### src/rtl/uart_pkg.sv
// Shared UART definitions: receiver state encoding, line idle level and a
// parity helper reused by the transmitter.
package uart_pkg;

  typedef enum logic [2:0] {
    ST_IDLE      = 3'd0,
    ST_START     = 3'd1,
    ST_DATA      = 3'd2,
    ST_PARITY    = 3'd3,
    ST_STOP      = 3'd4,
    ST_WAIT_IDLE = 3'd5
  } uart_rx_state_t;

  localparam logic UART_IDLE_LEVEL = 1'b1;

  // Expected parity bit for the low nbits of bits; odd selects odd parity.
  function automatic logic uart_parity(input logic [8:0] bits, input int nbits, input logic odd);
    logic acc;
    acc = odd;
    for (int i = 0; i < 9; i++) begin
      if (i < nbits) begin
        acc = acc ^ bits[i];
      end else begin
        acc = acc;
      end
    end
    return acc;
  endfunction

endpackage

### src/rtl/uart_rx_if.sv
// Receive-side word port of uart_rx: data/valid/ready handshake plus status
// pulses. master = receiver, slave = consumer.
interface uart_rx_if #(
  parameter int DATA_BITS = 8
);
  logic [DATA_BITS-1:0] data;
  logic                 valid;
  logic                 ready;
  logic                 busy;
  logic                 frame_err;
  logic                 parity_err;
  logic                 overrun;

  modport master (
    output data, valid, busy, frame_err, parity_err, overrun,
    input  ready
  );

  modport slave (
    input  data, valid, busy, frame_err, parity_err, overrun,
    output ready
  );
endinterface

### src/rtl/uart_sync2.sv
// Two-flop synchroniser for an asynchronous single-bit input; both stages
// reset to RESET_VAL so a held-idle pin produces no spurious edge.
module uart_sync2 #(
  parameter logic RESET_VAL = 1'b1
) (
  input  logic clk,
  input  logic rst,
  input  logic d,
  output logic q
);

  logic meta_d;
  logic meta_q;
  logic sync_d;
  logic sync_q;

  always_comb begin
    meta_d = d;
    sync_d = meta_q;
  end

  always_ff @(posedge clk) begin
    if (rst) begin
      meta_q <= RESET_VAL;
      sync_q <= RESET_VAL;
    end else begin
      meta_q <= meta_d;
      sync_q <= sync_d;
    end
  end

  assign q = sync_q;

endmodule

### src/rtl/uart_rx.sv
// Oversampling UART receiver: mid-bit sampling, LSB-first frames, stop-bit and
// optional parity check (`UART_RX_PARITY_EN), valid/ready word output.
module uart_rx
  import uart_pkg::*;
#(
  parameter int CLKS_PER_BIT = 16,
  parameter int DATA_BITS    = 8,
  parameter int PARITY_ODD   = 0
) (
  input  logic      clk,
  input  logic      rst,
  input  logic      rx,
  uart_rx_if.master rx_if
);

  localparam int CNT_W = $clog2(CLKS_PER_BIT);
  localparam int IDX_W = $clog2(DATA_BITS + 1);
  localparam logic [CNT_W-1:0] HALF_LAST = CNT_W'(CLKS_PER_BIT / 2 - 1);
  localparam logic [CNT_W-1:0] BIT_LAST  = CNT_W'(CLKS_PER_BIT - 1);
  localparam logic [IDX_W-1:0] IDX_LAST  = IDX_W'(DATA_BITS - 1);

  uart_rx_state_t       state_d, state_q;
  logic [CNT_W-1:0]     cnt_d, cnt_q;
  logic [IDX_W-1:0]     idx_d, idx_q;
  logic [DATA_BITS-1:0] shift_d, shift_q;
  logic [DATA_BITS-1:0] data_d, data_q;
  logic                 valid_d, valid_q;
  logic                 busy_d, busy_q;
  logic                 frame_err_d, frame_err_q;
  logic                 parity_err_d, parity_err_q;
  logic                 overrun_d, overrun_q;
  logic                 rx_s;
  logic                 par_fail_s;

  uart_sync2 #(.RESET_VAL(UART_IDLE_LEVEL)) u_sync (
    .clk (clk),
    .rst (rst),
    .d   (rx),
    .q   (rx_s)
  );

`ifdef UART_RX_PARITY_EN
  logic parity_bad_d, parity_bad_q;
  assign par_fail_s = parity_bad_q;
`else
  // No parity bit on the wire, so the check folds to a constant pass.
  assign par_fail_s = 1'b0 & uart_parity(9'(shift_q), DATA_BITS, 1'(PARITY_ODD));
`endif

  always_comb begin
    state_d      = state_q;
    cnt_d        = cnt_q + CNT_W'(1);
    idx_d        = idx_q;
    shift_d      = shift_q;
    data_d       = data_q;
    valid_d      = valid_q & ~rx_if.ready;
    frame_err_d  = 1'b0;
    parity_err_d = 1'b0;
    overrun_d    = 1'b0;
`ifdef UART_RX_PARITY_EN
    parity_bad_d = parity_bad_q;
`endif

    case (state_q)
      ST_IDLE: begin
        cnt_d = {CNT_W{1'b0}};
        if (rx_s != UART_IDLE_LEVEL) begin
          state_d = ST_START;
        end else begin
          state_d = ST_IDLE;
        end
      end
      ST_START: begin
        if (cnt_q == HALF_LAST) begin
          cnt_d = {CNT_W{1'b0}};
          idx_d = {IDX_W{1'b0}};
          // A start bit that is high again at mid-bit was only a glitch.
          if (rx_s == UART_IDLE_LEVEL) begin
            state_d = ST_IDLE;
          end else begin
            state_d = ST_DATA;
          end
        end else begin
          state_d = ST_START;
        end
      end
      ST_DATA: begin
        if (cnt_q == BIT_LAST) begin
          cnt_d   = {CNT_W{1'b0}};
          shift_d = {rx_s, shift_q[DATA_BITS-1:1]};
          idx_d   = idx_q + IDX_W'(1);
          if (idx_q == IDX_LAST) begin
`ifdef UART_RX_PARITY_EN
            state_d = ST_PARITY;
`else
            state_d = ST_STOP;
`endif
          end else begin
            state_d = ST_DATA;
          end
        end else begin
          state_d = ST_DATA;
        end
      end
`ifdef UART_RX_PARITY_EN
      ST_PARITY: begin
        if (cnt_q == BIT_LAST) begin
          cnt_d        = {CNT_W{1'b0}};
          parity_bad_d = rx_s ^ uart_parity(9'(shift_q), DATA_BITS, 1'(PARITY_ODD));
          state_d      = ST_STOP;
        end else begin
          state_d = ST_PARITY;
        end
      end
`endif
      ST_STOP: begin
        if (cnt_q == BIT_LAST) begin
          cnt_d = {CNT_W{1'b0}};
          if (rx_s != UART_IDLE_LEVEL) begin
            frame_err_d = 1'b1;
            state_d     = ST_WAIT_IDLE;
          end else if (par_fail_s) begin
            parity_err_d = 1'b1;
            state_d      = ST_IDLE;
          end else begin
            state_d = ST_IDLE;
            // Load only into an empty slot or one being drained this cycle.
            if (!valid_q || rx_if.ready) begin
              data_d  = shift_q;
              valid_d = 1'b1;
            end else begin
              overrun_d = 1'b1;
            end
          end
        end else begin
          state_d = ST_STOP;
        end
      end
      ST_WAIT_IDLE: begin
        cnt_d = {CNT_W{1'b0}};
        if (rx_s == UART_IDLE_LEVEL) begin
          state_d = ST_IDLE;
        end else begin
          state_d = ST_WAIT_IDLE;
        end
      end
      default: begin
        cnt_d   = {CNT_W{1'b0}};
        state_d = ST_IDLE;
      end
    endcase

    busy_d = (state_d != ST_IDLE);
  end

  always_ff @(posedge clk) begin
    if (rst) begin
      state_q      <= ST_IDLE;
      cnt_q        <= {CNT_W{1'b0}};
      idx_q        <= {IDX_W{1'b0}};
      shift_q      <= {DATA_BITS{1'b0}};
      data_q       <= {DATA_BITS{1'b0}};
      valid_q      <= 1'b0;
      busy_q       <= 1'b0;
      frame_err_q  <= 1'b0;
      parity_err_q <= 1'b0;
      overrun_q    <= 1'b0;
`ifdef UART_RX_PARITY_EN
      parity_bad_q <= 1'b0;
`endif
    end else begin
      state_q      <= state_d;
      cnt_q        <= cnt_d;
      idx_q        <= idx_d;
      shift_q      <= shift_d;
      data_q       <= data_d;
      valid_q      <= valid_d;
      busy_q       <= busy_d;
      frame_err_q  <= frame_err_d;
      parity_err_q <= parity_err_d;
      overrun_q    <= overrun_d;
`ifdef UART_RX_PARITY_EN
      parity_bad_q <= parity_bad_d;
`endif
    end
  end

  assign rx_if.data       = data_q;
  assign rx_if.valid      = valid_q;
  assign rx_if.busy       = busy_q;
  assign rx_if.frame_err  = frame_err_q;
  assign rx_if.parity_err = parity_err_q;
  assign rx_if.overrun    = overrun_q;

endmodule

### src/flat_wrapper.sv
// flat-port wrapper written by rule: the top's interface ports become plain ports
module uart_rx_flat import uart_pkg::*;
#(
  parameter int CLKS_PER_BIT = 16,
  parameter int DATA_BITS    = 8,
  parameter int PARITY_ODD   = 0
)
  (clk, rst, rx, rx_if_data, rx_if_valid, rx_if_busy, rx_if_frame_err, rx_if_parity_err, rx_if_overrun, rx_if_ready);
  uart_rx_if #(.DATA_BITS(DATA_BITS)) rx_if_i ();
  input  logic clk;
  input  logic rst;
  input  logic rx;
  output wire logic [$bits(rx_if_i.data)-1:0] rx_if_data;
  output wire logic [$bits(rx_if_i.valid)-1:0] rx_if_valid;
  output wire logic [$bits(rx_if_i.busy)-1:0] rx_if_busy;
  output wire logic [$bits(rx_if_i.frame_err)-1:0] rx_if_frame_err;
  output wire logic [$bits(rx_if_i.parity_err)-1:0] rx_if_parity_err;
  output wire logic [$bits(rx_if_i.overrun)-1:0] rx_if_overrun;
  input wire logic [$bits(rx_if_i.ready)-1:0] rx_if_ready;
  assign rx_if_data = rx_if_i.data;
  assign rx_if_valid = rx_if_i.valid;
  assign rx_if_busy = rx_if_i.busy;
  assign rx_if_frame_err = rx_if_i.frame_err;
  assign rx_if_parity_err = rx_if_i.parity_err;
  assign rx_if_overrun = rx_if_i.overrun;
  assign rx_if_i.ready = rx_if_ready;
  uart_rx #(.CLKS_PER_BIT(CLKS_PER_BIT), .DATA_BITS(DATA_BITS), .PARITY_ODD(PARITY_ODD)) u_core (.clk(clk), .rst(rst), .rx(rx), .rx_if(rx_if_i));
endmodule
### config.mk
export PLATFORM = sky130hd
export DESIGN_NAME = uart_rx_flat
export DESIGN_NICKNAME = d
export VERILOG_FILES = /design/src/rtl/uart_pkg.sv /design/src/rtl/uart_rx_if.sv /design/src/rtl/uart_sync2.sv /design/src/rtl/uart_rx.sv /design/src/flat_wrapper.sv
export SDC_FILE = /design/constraint.sdc
export NUM_CORES = 1
export LEC_CHECK = 0
export CORE_ASPECT_RATIO = 0.7
export CORE_UTILIZATION = 48
export CTS_CLUSTER_DIAMETER = 40
export CTS_CLUSTER_SIZE = 40
export DETAILED_ROUTE_END_ITERATION = 7
export HOLD_SLACK_MARGIN = 0.08
export PLACE_DENSITY = 0.73
export SETUP_SLACK_MARGIN = 0.5
export SYNTH_ARGS = -nofsm -noshare
export SYNTH_HDL_FRONTEND = slang
export SYNTH_HIERARCHICAL = 1
export SYNTH_SLANG_ARGS = --single-unit
export TNS_END_PERCENT = 20
### constraint.sdc
create_clock -name clk -period 1.4 [get_ports clk]
set_input_delay 0.28 -clock clk [delete_from_list [all_inputs] [get_ports clk]]
set_output_delay 0.28 -clock clk [all_outputs]
set_load 0.02 [all_outputs]
[After elaboration in Yosys (flattened, before gate mapping)]
Cells that the tools add are included.
Storage, ports and cells
  logic and storage cells: 58
  input port bits: 4
  register bits: 33
  output and inout port bits: 13
Operators by class
  reductions and logical operators: 11
  bitwise logic cells: 5
  equal/unequal tests: 9
  mux-type cells: 20
  add/subtract/negate cells: 2
Operators by type and width (number)
  two-way mux 4 bit: 4
  case mux 4 bit (2 select lines): 2
  case mux 3 bit (5 select lines): 1
  two-way mux 3 bit: 4
  adder 4 x 1 -> 4 bit (second input constant): 2
  equality test 4 x 3 -> 1 bit (second input constant): 2
  two-way mux 1 bit: 7
  equality test 3 bit (second input constant): 2
  equality test 4 bit (second input constant): 1
  two-way mux 2 bit: 2
  inequality test 2 x 1 -> 1 bit (second input constant): 2
  inverter 1 bit: 4
  AND reduction 4 bit: 1
  OR reduction 4 bit: 1
  equality test 3 x 1 -> 1 bit (second input constant): 1
  equality test 3 x 2 -> 1 bit (second input constant): 1
  logical NOT 3 bit: 1
  AND reduction 3 bit: 1
  nonzero test 3 bit: 1
  OR reduction 3 bit: 1
  AND reduction 2 bit: 1
  nonzero test 2 bit: 1
  OR reduction 2 bit: 1
  bitwise AND 1 bit: 1
  2 further kinds: 2

[Logic depth before layout (Yosys ltp)]
  depth in word-level cells: 6
  mapped depth: 7
  depth with buffers taken out: 5

[By module]
Netlist, hierarchy kept.
Modules (own cells, without submodules)
  uart_rx: times used 1, area an instance 1313.8 sq um, cells each 145, seq. area each 620.6 sq um
  uart_sync2: times used 1, area an instance 52.6 sq um, cells each 4, seq. area each 40.0 sq um

[Least setup slack after synthesis]
OpenSTA, ideal clock, no wires.
  kind: flip-flop to flip-flop
  start: register u_core.cnt_q[0]
  end: register u_core.data_q[0] (netlist: u_core/rx_if.data[0])
  cell stages (with the launch flop): 7
  setup slack: -0.116 ns
  library setup time: 0.128 ns
  required time: 1.272 ns
  clock period less this slack: 1.516 ns
  buffers on the path: 1
  data arrival time: 1.389 ns
  cell sequence: dfxtp_1 -> ha_1 -> and3_1 -> clkbuf_2 -> nand4_2 -> mux2i_1 -> nor2_1
On the way
  cells in the longest elaborated chain, start to end: 2
RTL lines
  start: declaration: line uart_rx.sv:23  | logic [CNT_W-1:0] cnt_d, cnt_q;
  start signal: assignment: line uart_rx.sv:159  | cnt_q <= {CNT_W{1'b0}};
  start signal: assignment: line uart_rx.sv:173  | cnt_q <= cnt_d;
  equality test 4 bit: line uart_rx.sv:117  | if (cnt_q == BIT_LAST) begin
  AND reduction 4 bit (no line)
  end signal: assignment: line uart_rx.sv:162  | data_q <= {DATA_BITS{1'b0}};
  end signal: assignment: line uart_rx.sv:176  | data_q <= data_d;
  end: declaration: line uart_rx.sv:26  | logic [DATA_BITS-1:0] data_d, data_q;
No other way between the ends.
A chain may end at the register's enable or synchronous reset.

[Worst setup path in the final report]
  start: register u_core.state_q[0]
  end: register u_core.idx_q[1]
On the way
  cells in the longest elaborated chain, start to end: 3
  elaborated cells between the ends (all ways): 7
  classes of those cells: eq/ne (4); mux (1); reduce/logical (2)
RTL lines
  start: declaration: line uart_rx.sv:22  | uart_rx_state_t state_d, state_q;
  start signal: assignment: line uart_rx.sv:172  | state_q <= state_d;
  equality test 3 x 2 -> 1 bit / equality test 3 x 1 -> 1 bit (equally long branches): line uart_rx.sv:64  | case (state_q)
  inequality test 2 x 1 -> 1 bit (no line) / nonzero test 2 bit (equally long branches)
  AND reduction 3 bit (no line)
  end signal: assignment: line uart_rx.sv:160  | idx_q <= {IDX_W{1'b0}};
  end signal: assignment: line uart_rx.sv:174  | idx_q <= idx_d;
  end: declaration: line uart_rx.sv:24  | logic [IDX_W-1:0] idx_d, idx_q;
Several ways; a longest one is shown, not always the timed one.

==> metrics.md <==
| Metric | Value |
|---|---|
| DP Cell Count | 199 |
| Pre-antenna DRT Iters | 4 |
| Routed WL per cell | 14.2 µm |
| # IOs | 17 |
| I/O Buffers | 15 |
| DRC errors left | 0 |
| Ant diodes | 0 |
| WHS Endpoint | u_core/u_sync/q |
| Post-Place Worst Slack | -0.162 ns |
| Hold buffers post-CTS | 0 |
| Core Rows | 15 |
| Placed wire-length estimate | 1930 µm |
| Die width | 65.8 µm |
| #FFs+latches synth | 33 |
| Syn_area_per_cell | 9.17 µm² |
| Hold violation total from the final report | 0 |
| HP Class | flop to flop |
| DR iter-0 viols | 47 |
| CTS buffer count | 5 |
| RSZ-0062 raised after global routing | true |
| Layout cell share with drive strength beyond 1 | 44.3% |
| Critical Path RT | 1.56 ns |
| GRT overflow | 0 |
| R2R Path Start | u_core/state_q[0] |
| GRT Overall Usage | 21.5% |
| Yosys top cell by area | dfxtp_1 |
| Placed instance area | 1620 µm² |
| Max Cap Viol | 0 |
| Post-Syn Nets | 155 |
| Vias | 1176 |
| H-tree depth | 2 |
| Period Utilization, post-route | 102% |
| CP Class | flop to flop |
| Initial antenna violation count | 0 |
| Gpl congestion | 0.806 |
| Commonest non-fill, non-tap cell in the layout | nand2_1 |
| Synth warn | 6 |
| Pin count of the biggest net entering global routing | 23 |
| Final setup vio count | 3 |
| Layout Cells excl Fill | 219 |
| FF-to-FF path depth | 4 |
| Core region area | 2570 µm² |
| Worst-path maximum fanout | 4 |
| Hold depth | 1 |
| Pins Over Slew Limit | 0 |
| Startpoint types | flop |
| Skew final | 0.00626 ns |
| Final WS setup | -0.0322 ns |
| Pwr Density | 898 nW/µm² |
| R2R setup slack | -0.03 ns |
| VDD IR-drop max | 599 µV |
| Final nets | 191 |
| Crit. End Element | flop |
| Synth cell types | 37 |
| Ys async rst share | 0% |
| Top cell type's share of synthesized area | 48.4% |
| Worst skew pair latency | 0.28 ns |
| Mapped Area | 1370 µm² |
| Setup TNS | -0.0553 ns |
| Vias/cell | 5.37 |
| Vias in the first global route | 1040 |
| Most frequent cells in the layout | nand2_1, buf_6, buf_4, dfxtp_1, dfxtp_2 |
| Synth area leaders | dfxtp_1, mux2i_1, nand2_1 |
| Arr. time, crit path | 1.60 ns |
| Fin area | 1920 µm² |
| Die area | 3070 µm² |
| Longest Clk Path Bufs | 2 |
| CTS clk-pin slew, worst paths | 0.06 ns |
| Sequential fraction of the synthesis area | 48.4% |
| Pleak | 0.780 nW |
| Tmin final | 1.43 ns |
| Failing checks | setup timing |
| Root Driver | clkbuf_8 |
| Post-synth EDFFs | 0 |
| Instance count of the mapped netlist | 149 |
| CTS tree | done |
| Status | finished, violations left |
| Hold_sp | u_core/u_sync/meta_q |
| Clock Sinks | 33 |
| Reg-to-Reg End | u_core/idx_q[1] |
| First-pass GRT wire length | 4660 µm |
| Initial Utilization | 53.1% |
| Die H | 46.6 µm |
| Synth-to-Final Area Change | 40.8% |
| Total Wirelength | 3110 µm |
| Top FF cell, synth | dfxtp_1 |
| F_max | 698 MHz |
| Remaining antenna violation count | 0 |
[stage by stage]
stage          power [mW]  util [%]  hold WS, ns
2_1_floorplan        1.01         -        0.377
3_3_place_gp         1.04      63.2        0.387
3_5_place_dp         1.04      63.2        0.398
4_1_cts              1.73      70.9        0.412
5_1_grt              1.79      74.8        0.421
6_report             1.73      74.8        0.412
[per-layer routing]
| layer | part of all wire, % | up-vias | track usage, % | wire [µm] |
|---|---|---|---|---|
| met2 | 48 | 30 | 34.7 | 1500 |
| met3 | 3.4 | 4 | 6.93 | 106 |
| met5 | 0 | - | 0 | 0 |
| li1 | - | 577 | - | - |
| met1 | 47 | 565 | 26.3 | 1470 |
| met4 | 0.93 | 0 | 10.0 | 29 |
[state kept, by name (all words and copies together) (netlist names)]
register                count
u_core/rx_if.busy           1
u_core/rx_if.frame_err      1
u_core/u_sync/meta_q        1
u_core/state_q              3
u_core/rx_if.data           8
u_core/rx_if.overrun        1
u_core/cnt_q                4
u_core/u_sync/q             1
u_core/shift_q              8
u_core/rx_if.valid          1
u_core/idx_q                4
[power breakdown]
part / switching, mW / internal [mW] / total, mW
Combinational: 0.0377 / 0.0405 / 0.0782
Clock: 0.313 / 0.389 / 0.702
Sequential: 0.00730 / 0.940 / 0.947
[synth_stat cells (2+ instances only)]
master	count
o21ai_0	2
and2_2	2
nor2_1	15
a21oi_1	12
buf_4	4
a31oi_1	2
mux2i_1	10
xnor2_1	2
xor2_1	2
nor3_1	4
nand2_1	22
or3_1	2
or2_1	2
nand3b_1	3
dfxtp_1	33
nand2b_1	3
ha_1	2
clkbuf_1	3
nand3_1	6
[cell type report]
type / count / area [µm²]
fillers: 173 / 648
repair buffers: 36 / 349
multi-input cells: 108 / 748
well taps: 34 / 42.5
flip-flops and latches: 33 / 693
inverters: 1 / 3.75
clock buffers: 7 / 86.3
[logic make-up after synthesis]
| family | share of synthesized area, % |
|---|---|
| AO/OA/AOI/OAI | 9.25 |
| XOR/XNOR | 2.56 |
| adder cells (fa/ha/maj) | 1.83 |
| buffers and inverters | 3.66 |
| flip-flops | 48.4 |
| multiplexers | 7.33 |
| other | 0.274 |
| AND/OR/NAND/NOR | 26.7 |
[timing repair]
| action | 4_1_cts | 5_1_grt |
|---|---|---|
| setup endpoints to repair | 45 | 43 |
| buffers inserted | 6 | 6 |
| gates resized for setup | 100 | 11 |
| pin swaps | 35 | 15 |
| gates cloned | 0 | 1 |
[critical path, stage by stage (launching register included)]
cell and delay, ns:
dfxtp_4 0.37, or3b_4 0.38, a211o_4 0.36, mux2i_1 0.15
nor2_1 0.05
[how the worst max path moves through the flow]
stage               cells after the start         startpoint  slack, ns                    to
floorplan                               5  u_core/state_q[0]       0.03       u_core/idx_q[1]
global placement                        5        rx_if_ready      -0.10  u_core/rx_if.data[4]
detailed placement                      5        rx_if_ready      -0.16  u_core/rx_if.data[3]
CTS                                     4  u_core/state_q[0]      -0.04       u_core/idx_q[1]
global route                            4  u_core/state_q[0]      -0.09       u_core/idx_q[1]
finish                                  4  u_core/state_q[0]      -0.03       u_core/idx_q[1]
Power figures use the tool's default switching activity.
